<file path="src/rtl/fifo_wptr_full.sv">
// Write-side pointer and full-flag logic for an asynchronous FIFO: binary/gray
// write pointer, two-flop read-pointer synchronizer, registered full flag.
module fifo_wptr_full #(
    parameter int p_addr_width = 2
) (
    input  logic                    clk,
    input  logic                    reset,
    input  logic                    enq_val,
    output logic                    enq_rdy,
    output logic                    wen,
    output logic [p_addr_width-1:0] waddr,
    output logic [p_addr_width:0]   wptr_gray,
    input  logic [p_addr_width:0]   rptr_gray_in,
    output logic                    full,
    output logic [p_addr_width:0]   count
);

    localparam int PW = p_addr_width + 1;
    typedef logic [PW-1:0] ptr_t;

    // Full when the write pointer is exactly one lap ahead: in gray code that
    // means the top two bits differ from the read pointer and the rest match.
    localparam ptr_t FULL_MASK = ptr_t'(3) << (p_addr_width - 1);

    function automatic ptr_t bin2gray(input ptr_t b);
        return b ^ (b >> 1);
    endfunction

    function automatic ptr_t gray2bin(input ptr_t g);
        ptr_t b;
        logic acc;
        acc = 1'b0;
        for (int i = PW - 1; i >= 0; i--) begin
            acc  = acc ^ g[i];
            b[i] = acc;
        end
        return b;
    endfunction

    ptr_t wbin;
    ptr_t wbin_next;
    ptr_t wgray_next;
    ptr_t s1;
    ptr_t rptr_sync;
    ptr_t rbin_sync;

    assign enq_rdy    = ~full;
    assign wen        = enq_val & enq_rdy;
    assign waddr      = wbin[p_addr_width-1:0];
    assign wbin_next  = wbin + ptr_t'(wen);
    assign wgray_next = bin2gray(wbin_next);
    assign rbin_sync  = gray2bin(rptr_sync);
    assign count      = wbin - rbin_sync;

    always_ff @(posedge clk) begin
        if (reset) begin
            wbin      <= '0;
            wptr_gray <= '0;
            s1        <= '0;
            rptr_sync <= '0;
            full      <= 1'b0;
        end else begin
            wbin      <= wbin_next;
            wptr_gray <= wgray_next;
            // rptr_gray_in is asynchronous; only rptr_sync is ever consumed.
            s1        <= rptr_gray_in;
            rptr_sync <= s1;
            full      <= (wgray_next == (rptr_sync ^ FULL_MASK));
        end
    end

endmodule

</file>
<file path="config.mk">
export PLATFORM = sky130hd
export DESIGN_NAME = fifo_wptr_full
export DESIGN_NICKNAME = d
export VERILOG_FILES = /design/src/rtl/fifo_wptr_full.sv
export SDC_FILE = /design/constraint.sdc
export NUM_CORES = 1
export LEC_CHECK = 0
export CAP_MARGIN = 10
export CORE_AREA = 2 2 39 41
export CTS_CLUSTER_DIAMETER = 150
export DETAILED_ROUTE_END_ITERATION = 7
export DIE_AREA = 0 0 41 43
export GPL_TIMING_DRIVEN = 0
export PLACE_DENSITY_LB_ADDON = 0.05
export SLEW_MARGIN = 40
export SYNTH_ARGS = -nofsm -noshare
export SYNTH_HDL_FRONTEND = slang
export SYNTH_SLANG_ARGS = --single-unit
</file>
<file path="constraint.sdc">
create_clock -name clk -period 2.7 [get_ports clk]
set_clock_uncertainty 0.1 [all_clocks]
set_input_delay 0.54 -clock clk [delete_from_list [all_inputs] [get_ports clk]]
set_output_delay 0.54 -clock clk [all_outputs]
set_load 0.01 [all_outputs]
</file>
== After elaboration in Yosys (flattened, before gate mapping) ==
Cells that the tools add are included.

* Register bits: 13
* Latch bits: 0
* Bits in writable memories: 0
* Memory bits (read-only): 0
* Bits of input ports: 6
* Output and inout port bits: 11
* Logic and storage cells: 14
* Memories: 0

* $add $sub $neg: 2
* $mul: 0
* Div/mod/pow operators: 0
* $lt $le $gt $ge: 0
* Equality and inequality tests: 1
* Shift operators: 0
* Mux-type cells: 0
* Bitwise gates (word level): 6
* Reductions and logical operators: 0

{| class="wikitable"
|+ Operators by type and width
! cell !! number
|-
| 3-bit by 1-bit adder with 3-bit output || 1
|-
| 3-bit == test || 1
|-
| 3-bit subtractor || 1
|-
| 3-bit by 2-bit bitwise XOR with 3-bit output || 1
|-
| 2-bit NOT || 1
|-
| 1-bit bitwise XOR || 2
|-
| 1-bit AND || 1
|-
| 1-bit NOT || 1
|}

== Logic depth before layout (Yosys ltp) ==
Gate-level depths: netlist of run 1.

* Word-level depth: 5
* Depth in mapped cells: 7
* Gate-level depth less buffers: 7

== Least setup slack after synthesis of run 1 ==
OpenSTA, ideal clock, no wires.

* Path type: reg-to-output
* Start: reg rptr_sync[2]
* End: out count[2]
* Data arrival time: 1,696 ps
* Required time: 2,060 ps
* Path slack: 364 ps
* Cell stages (with the launch flop): 8
* Path buffers: 0
* Cell sequence: dfxtp_1 > xnor2_1 > xnor2_1 > ha_1 > inv_1 > fa_1 > xor2_1 > xnor2_1

* Cells in the longest elaborated chain, start to end: 3

{| class="wikitable"
|+ Ends and longest elaborated chain
! element !! line !! text
|-
| start, declared || 44 || <nowiki>ptr_t rptr_sync;</nowiki>
|-
| start signal, assigned || 60 || <nowiki>rptr_sync <= '0;</nowiki>
|-
| start signal, assigned || 67 || <nowiki>rptr_sync <= s1;</nowiki>
|-
| 1-bit bitwise XOR (2 in a row) || 34 || <nowiki>acc = acc ^ g[i];</nowiki>
|-
| 3-bit subtractor (*) || 53 || <nowiki>assign count = wbin - rbin_sync;</nowiki>
|-
| end, declared || 15 || <nowiki>output logic [p_addr_width:0] count</nowiki>
|}

Mark *: on every way between the ends. The rest lies on a longest branch, timed or not.

== Worst setup path after layout of run 1 ==
Same ends and word-level chain as after synthesis.

==> out/metrics.yaml, run 1 <==
status: "finished, final reports clean"
fill_cells: 137
power_density_mw_per_mm2: 605
holdPathStages: 1
synth_nets: 56
max_stage_delay_ps: 360
irDropWorstVdd_mv: 0.325
synth_compound_area_share_pct: 3.53
path_cells: "xnor2_2 -> xnor2_1 -> ha_2 -> inv_2 -> fa_2 -> xor2_1 -> xnor2_1 -> buf_2"
ant_nets: 0
drtIter0Drc: 0
arrival_ps: 1950
ys_seq_area_share_pct: 48.4
synth_xor_area_share_pct: 14.1
layout_commonest_cell: "clkdlybuf4s50_1"
cts-root-buf: "clkbuf_4"
synth.mux.area_fraction_pct: 0
avgRoutedWirePerCell_um: 8.50
worstPathMaxFanout: 4
die_w_um: 41
synth.avg_cell_area_um2: 10.8
final_cell_mix: "clkdlybuf4s50_1 (14), dfxtp_1 (11), nor2b_1 (9), xnor2_1 (5)"
dr.pass1.iters: 1
clkTransAtPathRegs_ps: 70
hold_end: "rptr_sync[2]$_SDFF_PP0_"
placed_cell_area_um2: 677
die_area_mm2: 0.00176
num_antenna_cells: 0
finalHoldViolCount: 0
core-area_mm2: 0.00138
avgViaCountPerCell: 4.21
clock_latency_ps: 270
die_y_um: 43
io-pin-count: 17
crit_family: "XOR/XNOR gates"
setup_viol: 0
grt_pass1_vias: 297
nets: 79
regArea_um2: 244
grt_util_met2_pct: 13.1
rows: 14
cts_buffers: 3
hold_path.class: "reg -> reg"
busiest_layer: "met1"
synth_area_um2: 497
cts_buffer_depth: 2
syn_inst: 46
grt_max_degree: 11
path_common_cell: "xnor2_1"
drive_gt1_share_pct: 22.1
endpoint_kind: "output port"
multiInputGateArea_um2: 243
cp_num_buf_inv: 2
worst_setup_path_start_kind: "flip-flop"
reg2reg_from: "full$_SDFF_PP0_"
antenna_found_initial: 0
synth_top_family_by_area: "simple AND/OR/NAND/NOR gates"
p_leak_nw: 0.298
start_util_pct: 35.9
r2r_setup_slack_ps: 870
yosys.area_share.simple_pct: 17.1
synth_adder_area_share_pct: 11.6
grtUsageMet3_pct: 3.14
routed_wl_um: 714
finalMaxSlewViolations: 0
ys_seq_elements: 12
max_freq_mhz: 387
area_growth_pct: 48.6
cts_tree: "yes"
via_count: 354
io_buffers: 16
reg2reg_to: "full$_SDFF_PP0_"
cpMaxStageDelayCell: "dfxtp_4"
tns_ps: 0
min_period_over_period_pct: 95.7
overflow: 0
yosysWarningCount: 0
rr_worst_depth: 6
slew_headroom_pct: 77.5
finalPower_mw: 0.447
grt_pass1_wl_um: 1180
rsz0062_at_grt: "true"
grtUsageMet1_pct: 13.9
grt_use_total_pct: 10.0
finalInstanceArea_um2: 738
min_from: "s1[2]$_SDFF_PP0_"
h-tree-depth: 1
crit_type: "reg -> out"
max_cap_violations: 0
clock-sinks: 12
required_ps: 2060
gp_congestion: 0.586
cts-hold-fix-buffers: 0
period_minus_slack_ps: 2590
drc: 0
tightest_slew_ps: 335
synth_cell_types: 15
==> sequential cells by signal (all words and copies together) (netlist names) <==
signal / cells
full: 1
rptr_sync: 3
s1: 3
wbin: 2
wptr_gray: 3
==> final cells by class <==
cell class	instances	share of cell area, %
plain buffers	1	1.53
clock buffers	4	4.92
inverters	4	2.03
multi-input cells	29	32.9
flip-flops and latches	12	33.1
well taps	16	2.71
repair buffers	18	22.9
==> repair_timing <==
action / in CTS / in global routing
gates resized for setup: 7 / 4
buffers inserted: 1 / 1
endpoints found under the hold margin: 0 / 0
setup endpoints to repair: 2 / 1
pin swaps: 1 / 4
==> cells in the mapped netlist (all sizes together) <==
cell	n	area, um^2
a211oi	1	12.5
xor2	2	17.5
xnor2	6	52.6
a21oi	1	5.00
nor2	2	7.51
nand2	1	3.75
or2	1	6.26
inv	4	15.0
nand3	1	5.00
buf	1	11.3
dfxtp	12	240
ha	3	37.5
or3	1	6.26
nor2b	9	56.3
fa	1	20.0
==> logic make-up (layout without fill, tap and decap cells) <==
family / after synthesis / after routing
AOI/OAI and AO/OA: 2 / 2
xor gates and xnor gates: 8 / 8
adders and majority gates: 4 / 4
buffers and inverters: 5 / 27
DFF: 12 / 12
and+or+nand+nor: 15 / 15
==> how the worst max path moves through the flow <==
stage | from | endpoint | slack (ps) | cells past startpoint
6_report | rptr_sync[2]$_SDFF_PP0_ | count[2] | 110 | 8
5_1_grt | rptr_sync[2]$_SDFF_PP0_ | count[2] | -60 | 8
4_1_cts | rptr_sync[1]$_SDFF_PP0_ | count[2] | 60 | 8
3_5_place_dp | rptr_sync[2]$_SDFF_PP0_ | count[2] | -210 | 8
3_3_place_gp | rptr_sync[2]$_SDFF_PP0_ | count[2] | -180 | 8
2_1_floorplan | rptr_sync[2]$_SDFF_PP0_ | count[2] | 360 | 7
==> through the flow <==
step / instances / hold slack (ps) / setup WS (ps) / utilization [%]
6_report: 84 / 338 / 115 / 53.3
5_1_grt: 84 / 358 / -55.4 / 53.3
4_1_cts: 83 / 343 / 65.0 / 52.3
3_5_place_dp: 78 / 328 / -213 / 48.9
3_3_place_gp: 78 / 319 / -178 / 48.9
2_1_floorplan: 46 / 314 / 364 / -
==> worst reg2reg max path: stages, from the launching register on <==
cell	delay, ps
dfxtp_1	350
nor2b_1	70
ha_1	180
ha_1	340
xor2_1	170
or3_1	320
a211oi_2	220
==> where the power goes <==
group | internal (mW) | switching (mW)
clock | 0.0819 | 0.0559
sequential | 0.189 | 0.00693
combinational | 0.0658 | 0.0470
==> per-layer routing <==
layer	up-vias	part of all wire (%)
li1	185	-
met1	153	49
met2	14	41
met3	2	7.3
met4	0	2.4
met5	-	0
(Power assumes the default switching activity.)
==> run 2: changes to the inputs <==
--- a/config.mk
+++ b/config.mk
@@ -8,6 +8,7 @@
 export CAP_MARGIN = 10
 export CORE_AREA = 2 2 39 41
 export CTS_CLUSTER_DIAMETER = 150
+export CTS_CLUSTER_SIZE = 20
 export DETAILED_ROUTE_END_ITERATION = 7
 export DIE_AREA = 0 0 41 43
 export GPL_TIMING_DRIVEN = 0
==> results of run 2 <==
The final DEF is identical to that of run 1; final timing and power are the same.
==> run 3: changes to the inputs <==
--- a/config.mk
+++ b/config.mk
@@ -13,6 +13,7 @@
 export DIE_AREA = 0 0 41 43
 export GPL_TIMING_DRIVEN = 0
 export PLACE_DENSITY_LB_ADDON = 0.05
+export SKIP_CTS_REPAIR_TIMING = 1
 export SLEW_MARGIN = 40
 export SYNTH_ARGS = -nofsm -noshare
 export SYNTH_HDL_FRONTEND = slang
==> run 3 against run 2 <==
Sequential power hardly changed. Highest routed layer unchanged. Register-to-register slack barely moved. Global-route usage is the same. Combinational power is essentially flat. Largest cell class unchanged.
==> out/metrics.yaml, run 3 (synthesis gave the netlist of run 1 again) <==
via_count: 347
wl_met2_um: 283
dr.pass1.iters: 3
clock_latency_ps: 270
setup_viol: 0
core-area_mm2: 0.00138
num_antenna_cells: 0
grt_max_degree: 11
area_growth_pct: 44.8
grt_pass1_vias: 291
clkTransAtPathRegs_ps: 70
io_buffers: 16
drive_gt1_share_pct: 15.2
dpl.cell_count: 78
start_util_pct: 35.9
avgViaCountPerCell: 4.23
min_period_over_period_pct: 97.8
highest_layer: "met4"
required_ps: 2060
irDropWorstVdd_mv: 0.324
cts-root-buf: "clkbuf_4"
fin_cells: 82
grt_use_total_pct: 10.0
avgRoutedWirePerCell_um: 8.54
status: "finished, final reports clean"
overflow: 0
arrival_ps: 2000
cts_buffer_depth: 2
period_minus_slack_ps: 2640
fill_cells: 139
layout_commonest_cell: "clkdlybuf4s50_1"
routed_wl_um: 700
die_y_um: 43
final_cell_mix: "clkdlybuf4s50_1 (14), dfxtp_1 (11), nor2b_1 (9), xnor2_1 (5), inv_1 (4)"
power_density_mw_per_mm2: 619
h-tree-depth: 1
rsz0062_at_grt: "true"
worst_setup_path_start_kind: "flip-flop"
worstPathMaxFanout: 2
reg.largest.list: "rptr_sync (3), s1 (3), wptr_gray (3)"
drc: 0
rows: 14
max_freq_mhz: 379
cts_tree: "yes"
wl_met3_um: 51
finalPower_mw: 0.445
hold_path.class: "reg -> reg"
slew_headroom_pct: 77.7
finalHoldViolCount: 0
max_cap_violations: 0
met1Wirelength_um: 348
clock-sinks: 12
path_cells: "xnor2_2 -> xnor2_1 -> ha_1 -> inv_1 -> fa_1 -> xor2_1 -> xnor2_1 -> buf_2"
endpoint_kind: "output port"
cts_buffers: 3
die_area_mm2: 0.00176
p_leak_nw: 0.300
tightest_slew_ps: 332
crit_type: "reg -> out"
max_stage_delay_ps: 370
ant_nets: 0
drtIter0Drc: 1
cpMaxStageDelayCell: "fa_1"
finalMaxSlewViolations: 0
path_common_cell: "xnor2_1"
die_w_um: 41
nets: 77
finalCoreUtilization_pct: 52.0
gp_congestion: 0.586
antenna_found_initial: 0
grt_pass1_wl_um: 1180
io-pin-count: 17
-- run 3: changes by cell type in the layout (fill, tap and decap cells not counted), sizes merged --
cell / change
buf: -2
dlygate4sd2: -1
dlymetal6s2s: +1
-- run 3: where the power goes --
group / total [mW] / switching, mW / internal (mW)
combinational: 0.111 / 0.0460 / 0.0647
clock: 0.138 / 0.0560 / 0.0819
sequential: 0.197 / 0.00699 / 0.190
total: 0.445 / 0.109 / 0.336
-- run 3: critical path, delay by kind of cell, from the launching register on --
kind,cells,cell delay [ps]
buffers and inverters,2,180
XOR/XNOR,4,680
adder cells (fa/ha/maj),2,530
flip-flops,1,340
-- run 3: routing by layer --
layer | up-vias | track usage [%]
li1 | 182 | -
met1 | 149 | 14.2
met2 | 14 | 12.8
met3 | 2 | 3.14
met4 | 0 | 6.00
met5 | - | 0
-- run 3: path summary, 6_finish.rpt --
kind / slack, ps / start / to / cells after the start
worst min-delay path: 340 / s1[2]$_SDFF_PP0_ / rptr_sync[2]$_SDFF_PP0_ / 1
worst min register to register: 340 / s1[2]$_SDFF_PP0_ / rptr_sync[2]$_SDFF_PP0_ / 1
worst max-delay path: 60 / rptr_sync[1]$_SDFF_PP0_ / count[2] / 8
worst max register to register: 870 / full$_SDFF_PP0_ / full$_SDFF_PP0_ / 6
-- run 3: stage by stage --
stage          setup TNS [ps]  hold WS (ps)  cell area (um^2)  setup WS [ps]
2_1_floorplan               0           314               497            364
3_3_place_gp             -178           319               677           -178
3_5_place_dp             -213           328               677           -213
4_1_cts                  -779           345               713           -506
5_1_grt                  -123           358               719           -123
6_report                    0           338               719           59.9
-- run 3: cell type report --
class | instances | area (um^2) | share of cell area (%)
Inverter | 4 | 15.0 | 2.09
Tap cell | 16 | 20.0 | 2.78
Clock buffer | 4 | 36.3 | 5.04
Timing Repair Buffer | 16 | 158 | 21.9
Buffer | 1 | 11.3 | 1.57
Multi-Input combinational cell | 29 | 238 | 33.0
Sequential cell | 12 | 241 | 33.6
